--- config.mk ---
export PLATFORM = sky130hd
export DESIGN_NAME = fifo_wptr_ctrl_flat
export DESIGN_NICKNAME = d
export VERILOG_FILES = /design/src/rtl/fifo_pkg.sv /design/src/rtl/fifo_wptr_ctrl_if.sv /design/src/rtl/fifo_wptr_ctrl.sv /design/src/flat_wrapper.sv
export SDC_FILE = /design/constraint.sdc
export NUM_CORES = 1
export LEC_CHECK = 0
export ABC_AREA = 1
export CAP_MARGIN = 30
export CORE_UTILIZATION = 46
export DETAILED_ROUTE_END_ITERATION = 8
export PLACE_DENSITY = 0.77
export SYNTH_ARGS = -nofsm -noshare
export SYNTH_HDL_FRONTEND = slang
export SYNTH_SLANG_ARGS = --single-unit
--- constraint.sdc ---
create_clock -name clk_in -period 2.6 [get_ports clk_in]
set_input_delay 0.39 -clock clk_in [delete_from_list [all_inputs] [get_ports clk_in]]
set_output_delay 0.39 -clock clk_in [all_outputs]
set_load 0.005 [all_outputs]
--- src/rtl/fifo_pkg.sv ---
// Shared async-FIFO helpers: Gray coding and the full compare.
// Widths up to 32 bits; callers truncate results to their pointer width.
package fifo_pkg;

  function automatic logic [31:0] bin2gray(
    input logic [31:0] b
  );
    return b ^ (b >> 1);
  endfunction

  function automatic logic [31:0] gray2bin(
    input logic [31:0] g
  );
    logic [31:0] b;
    b = g;
    for (int i = 1; i < 32; i++)
      b = b ^ (g >> i);
    return b;
  endfunction

  // Full when the top two pointer bits differ and the rest match
  function automatic logic fifo_full(
    input logic [31:0] wg,
    input logic [31:0] rg,
    input int unsigned w
  );
    return wg == (rg ^ (32'd3 << (w - 2)));
  endfunction

endpackage

--- src/rtl/fifo_wptr_ctrl_if.sv ---
// Producer-side bundle of the async FIFO write controller.
// master = producer/FIFO top, slave = controller.
interface fifo_wptr_ctrl_if #(
  parameter int ADDR_WIDTH = 4
);
  logic                  wr_en_in;
  logic                  clear_ovf_in;
  logic [ADDR_WIDTH:0]   rptr_sync_in;
  logic                  wr_fire_out;
  logic [ADDR_WIDTH-1:0] waddr_out;
  logic [ADDR_WIDTH:0]   wptr_out;
  logic                  wfull_out;
  logic                  almost_full_out;
  logic [ADDR_WIDTH:0]   wr_count_out;
  logic                  overflow_out;

  modport master (
    output wr_en_in, clear_ovf_in, rptr_sync_in,
    input  wr_fire_out, waddr_out, wptr_out,
    input  wfull_out, almost_full_out,
    input  wr_count_out, overflow_out
  );

  modport slave (
    input  wr_en_in, clear_ovf_in, rptr_sync_in,
    output wr_fire_out, waddr_out, wptr_out,
    output wfull_out, almost_full_out,
    output wr_count_out, overflow_out
  );
endinterface

--- src/rtl/fifo_wptr_ctrl.sv ---
// Write-domain pointer / full-flag controller of the async FIFO.
// Flags are pessimistic: read progress arrives via the synchroniser.
module fifo_wptr_ctrl
  import fifo_pkg::*;
#(
  parameter int ADDR_WIDTH = 4,
  parameter int AF_LEVEL   = 12
) (
  input logic              clk_in,
  input logic              reset_n_in,
  fifo_wptr_ctrl_if.slave  bus
);

  localparam int PTR_W = ADDR_WIDTH + 1;

  logic [PTR_W-1:0] r_wbin;
  logic [PTR_W-1:0] r_wptr;
  logic             r_full;
  logic             r_af;
  logic [PTR_W-1:0] r_count;
  logic             r_ovf;

  logic             w_push;
  logic [PTR_W-1:0] w_wbin_next;
  logic [PTR_W-1:0] w_wgray_next;
  logic [PTR_W-1:0] w_rbin;
  logic [PTR_W-1:0] w_count_next;
  logic             w_full_next;
  logic             w_ovf_set;

  // Reset also blocks the RAM write while it is held
  assign w_push = bus.wr_en_in & ~r_full & reset_n_in;
  assign w_ovf_set = bus.wr_en_in & r_full;

  assign w_wbin_next  = r_wbin + PTR_W'(w_push);
  assign w_wgray_next = PTR_W'(bin2gray(32'(w_wbin_next)));
  assign w_rbin       = PTR_W'(gray2bin(32'(bus.rptr_sync_in)));
  assign w_count_next = w_wbin_next - w_rbin;
  assign w_full_next  = fifo_full(32'(w_wgray_next),
                                  32'(bus.rptr_sync_in),
                                  PTR_W);

  always_ff @(posedge clk_in or negedge reset_n_in) begin
    if (!reset_n_in) begin
      r_wbin  <= '0;
      r_wptr  <= '0;
      r_full  <= 1'b0;
      r_af    <= 1'b0;
      r_count <= '0;
      r_ovf   <= 1'b0;
    end else begin
      r_wbin  <= w_wbin_next;
      r_wptr  <= w_wgray_next;
      r_full  <= w_full_next;
      r_af    <= 32'(w_count_next) >= 32'(AF_LEVEL);
      r_count <= w_count_next;
      if (w_ovf_set)
        r_ovf <= 1'b1;
      else if (bus.clear_ovf_in)
        r_ovf <= 1'b0;
    end
  end

  assign bus.wr_fire_out     = w_push;
  assign bus.waddr_out       = r_wbin[ADDR_WIDTH-1:0];
  assign bus.wptr_out        = r_wptr;
  assign bus.wfull_out       = r_full;
  assign bus.almost_full_out = r_af;
  assign bus.wr_count_out    = r_count;
  assign bus.overflow_out    = r_ovf;

endmodule

--- src/flat_wrapper.sv ---
// flat-port wrapper written by rule: the top's interface ports become plain ports
module fifo_wptr_ctrl_flat import fifo_pkg::*;
#(
  parameter int ADDR_WIDTH = 4,
  parameter int AF_LEVEL   = 12
)
  (clk_in, reset_n_in, bus_wr_en_in, bus_clear_ovf_in, bus_rptr_sync_in, bus_wr_fire_out, bus_waddr_out, bus_wptr_out, bus_wfull_out, bus_almost_full_out, bus_wr_count_out, bus_overflow_out);
  fifo_wptr_ctrl_if #(.ADDR_WIDTH(ADDR_WIDTH)) bus_i ();
  input logic clk_in;
  input logic reset_n_in;
  input wire logic [$bits(bus_i.wr_en_in)-1:0] bus_wr_en_in;
  input wire logic [$bits(bus_i.clear_ovf_in)-1:0] bus_clear_ovf_in;
  input wire logic [$bits(bus_i.rptr_sync_in)-1:0] bus_rptr_sync_in;
  output wire logic [$bits(bus_i.wr_fire_out)-1:0] bus_wr_fire_out;
  output wire logic [$bits(bus_i.waddr_out)-1:0] bus_waddr_out;
  output wire logic [$bits(bus_i.wptr_out)-1:0] bus_wptr_out;
  output wire logic [$bits(bus_i.wfull_out)-1:0] bus_wfull_out;
  output wire logic [$bits(bus_i.almost_full_out)-1:0] bus_almost_full_out;
  output wire logic [$bits(bus_i.wr_count_out)-1:0] bus_wr_count_out;
  output wire logic [$bits(bus_i.overflow_out)-1:0] bus_overflow_out;
  assign bus_i.wr_en_in = bus_wr_en_in;
  assign bus_i.clear_ovf_in = bus_clear_ovf_in;
  assign bus_i.rptr_sync_in = bus_rptr_sync_in;
  assign bus_wr_fire_out = bus_i.wr_fire_out;
  assign bus_waddr_out = bus_i.waddr_out;
  assign bus_wptr_out = bus_i.wptr_out;
  assign bus_wfull_out = bus_i.wfull_out;
  assign bus_almost_full_out = bus_i.almost_full_out;
  assign bus_wr_count_out = bus_i.wr_count_out;
  assign bus_overflow_out = bus_i.overflow_out;
  fifo_wptr_ctrl #(.ADDR_WIDTH(ADDR_WIDTH), .AF_LEVEL(AF_LEVEL)) u_core (.clk_in(clk_in), .reset_n_in(reset_n_in), .bus(bus_i));
endmodule
==> metrics.md <==
| Metric | Value |
|---|---|
| Final setup margin | `0.1898 ns` |
| Via/cell ratio | `approximately 4.6` |
| Die Span X | `between 40 and 50 um` |
| Fillers | `174` |
| Pre-antenna DRT Iters | `4` |
| Max IR drop VDD | `between 0.6 and 0.7 mV` |
| Most numerous cell in the Yosys netlist | `nand2_1` |
| Core Region | `slightly below 0.002 mm^2` |
| Total chip power | `between 1.5 and 2 mW` |
| Clk_lat worst skew | `slightly below 0.3 ns` |
| Sequential area share after synthesis | `roughly 44%` |
| Crit path kind | `primary input to flip-flop` |
| Leakage Power | `between 0.7 and 0.8 nW` |
| Critical Path Start Type | `primary input` |
| Crit path largest cell delay | `about 0.5 ns` |
| Clock buffer count from CTS | `3` |
| Number of synthesized flops with an enable pin | `0` |
| Critical path, cell by cell | `clkdlybuf4s50_1 -> nand2_1 -> nor2_1 -> ha_1 -> ha_1 -> inv_1 -> nand3_1 -> nand2_1 -> inv_1 -> ha_1 -> inv_1 -> nand2_1 -> nand3_1 -> nand3_1 -> nand2_1 -> nand2_1` |
| Syn Std Cell Area | `958.4 um^2` |
| CP Capture Type | `flip-flop` |
| TNS Setup | `0 ns` |
| Antenna Cells | `0` |
| CP arrival | `~2.6 ns` |
| Final GP Congestion | `between 0.8 and 0.9` |
| Die Ht | `47.65 um` |
| R2R depth | `14` |
| First-pass GRT wire length | `2884 um` |
| PwrDens | `roughly 1200 mW/mm^2` |
| Outcome | `complete, no violations` |
| Initial Util | `between 40% and 50%` |
| Setup Viol. Count Final | `0` |
| Clock Sinks | `17` |
| DR iter-0 viols | `13` |
| Number of global-route vias before repair | `729` |
| Clock buffer depth | `2` |
| Drt wl/cell | `approximately 10 um` |
| Post-CTS sizing | `0` |
| Area leader, netlist | `dfrtp_1` |
| ANT nets after route | `0` |
| Gr ovfl total | `0` |
| IO buf count | `26` |
| Clock root buffer master | `clkbuf_4` |
| Initial antenna violation count | `0` |
| I/O pin total | `27` |
| Die area | `about 0.0023 mm^2` |
| Synth cell count leaders | `nand2_1 (38), inv_1 (21), dfrtp_1 (17)` |
| Mapped Nets | `between 100 and 150` |
| Synth warn | `0` |
| Overall Global Routing Usage | `roughly a fifth` |
| Post-route clock period utilization | `92.70%` |
| Most frequent CP cell | `nand2_1` |
| Pre-CTS setup slack | `-0.1175 ns` |
| Row count | `16` |
| Mean Syn Cell Area | `a little over 8 um^2` |
| Placed cells | `about 180` |
| Cells after Synth | `116` |
| Non-filler cells, final | `180` |
| Synth Register Bits | `17` |
| Shortest period the worst path allows | `between 2 and 2.5 ns` |
| DR vias | `836` |
| Synth Flop Type | `dfrtp_1` |
| Fin. Hold Viols | `0` |
| Clock Pin Slew Worst Setup and Hold Paths | `0.09 ns` |
| Distinct cells, synth | `14` |
| Maximum clock rate | `between 0.4 and 0.5 GHz` |
| RSZ-0062 raised after global routing | `false` |
| Area growth syn-to-layout | `38.90%` |
| Tightest Hold Check Type | `primary input to async pin` |
| Final-report max-slew violation count | `0` |
| Final WL | `~1800 um` |
| Hold Buf Count CTS | `0` |
| Worst Path Required | `approximately 2.8 ns` |
| Synth top area share | `between 40% and 50%` |
| Post CTS Setup Buffer Count | `0` |
| Worst Path Max Fanout | `4` |
| Final HPWL DP | `around 1600 um` |
| Largest net degree at the start of global routing | `18` |
| H-tree levels | `1` |
| Final net count | `169` |
| Slowest-stage cell, CP | `clkdlybuf4s50_1` |
| # DRC | `0` |
| Worst-margin pin slew | `0.2571 ns` |
| Share of layout cells above drive strength 1 | `under 10%` |
| CTS tree | `built` |
| Top post-synthesis cells by area | `dfrtp_1 (44%), nand2_1 (15%), xor2_1 (9.1%)` |
| Placed cell areas | `0.001305 mm^2` |
| Design area | `between 0.001 and 0.0015 mm^2` |
| Clk_skew | `approximately 0.0038 ns` |
| Max_cap viols | `0` |
| Asr flop ratio synth | `100.0%` |
| Max_slew headroom | `82.77%` |
==> flip-flops by register name (all words and copies together), names as in the netlist <==
register,flops
u_core.bus.overflow_out,1
u_core.r_wbin,5
u_core.bus.wr_count_out,5
u_core.bus.wfull_out,1
u_core.bus.wptr_out,4
u_core.bus.almost_full_out,1
==> routing by layer <==
layer / share of wire, % / global-route usage (%) / up-vias
met3: 3.8 / 3.396 / 5
li1: - / - / 427
met1: 44 / 21.88 / 383
met4: 2.5 / 10.00 / 0
met2: 50 / 33.70 / 21
met5: 0 / 0 / -
==> path summary, 6_finish.rpt <==
path / from / to / slack (ns)
max in group asynchronous: reset_n_in / u_core.bus.wptr_out[3]$_DFF_PN0_ / 1.94
setup / recovery: reset_n_in / u_core.bus.almost_full_out$_DFF_PN0_ / 0.19
hold reg to reg: u_core.bus.overflow_out$_DFFE_PN0P_ / u_core.bus.overflow_out$_DFFE_PN0P_ / 0.53
min in group clk_in: u_core.bus.overflow_out$_DFFE_PN0P_ / u_core.bus.overflow_out$_DFFE_PN0P_ / 0.53
setup reg to reg: u_core.bus.wfull_out$_DFF_PN0_ / u_core.bus.almost_full_out$_DFF_PN0_ / 0.43
hold / removal: reset_n_in / u_core.bus.wr_count_out[3]$_DFF_PN0_ / 0.48
==> layout make-up <==
type / count / area [um^2] / share of cell area, %
multi-input combinational: 78 / 454.2 / 34.12
sequential: 17 / 425.4 / 31.95
timing repair buffer: 33 / 312.8 / 23.50
inverter: 21 / 78.83 / 5.921
tap: 27 / 33.78 / 2.538
clock buffer: 4 / 26.28 / 1.974
==> logic make-up (layout without fill, tap and decap cells) <==
kind of cell	after synthesis	in the layout	share of synthesized area, %
compound gates	2	2	1.043
simple gates	57	57	25.07
flops	17	17	44.39
fa+ha+maj	6	6	7.833
xor+xnor	13	13	13.45
buf+inv	21	58	8.225
==> stage by stage <==
step	hold slack [ns]	utilization (%)
floorplan	0.09441	-
global placement	0.5073	66.52
detailed placement	0.5273	66.52
CTS	0.4931	67.86
global route	0.5042	67.86
finish	0.4834	67.86
==> report_power, final <==
group / switching (mW) / internal [mW] / leakage, nW
combinational: 0.457 / 0.523 / 0.496
sequential: 0.0661 / 0.400 / 0.202
clock: 0.0751 / 0.0597 / 0.0150
total: 0.598 / 0.983 / 0.712
==> layout by cell type, fill, tap and decap left out <==
| cell type | n |
|---|---|
| a21oi_1 | 1 |
| and2_1 | 1 |
| buf_4 | 7 |
| clkbuf_1 | 1 |
| clkbuf_4 | 3 |
| clkdlybuf4s50_1 | 26 |
| dfrtp_1 | 17 |
| ha_1 | 6 |
| inv_1 | 21 |
| nand2_1 | 38 |
| nand3_1 | 11 |
| nand3_2 | 1 |
| nand3b_1 | 1 |
| nor2_1 | 5 |
| o21ai_0 | 1 |
| xnor2_1 | 1 |
| xnor2_2 | 2 |
| xor2_1 | 10 |
==> critical path: cells and delay by family <==
kind / cells / cell delay [ns]
buffers and inverters: 4 / 0.70
adders and majority gates: 3 / 0.70
and+or+nand+nor: 9 / 0.78
Note: power is estimated with default switching activity, not from simulation.
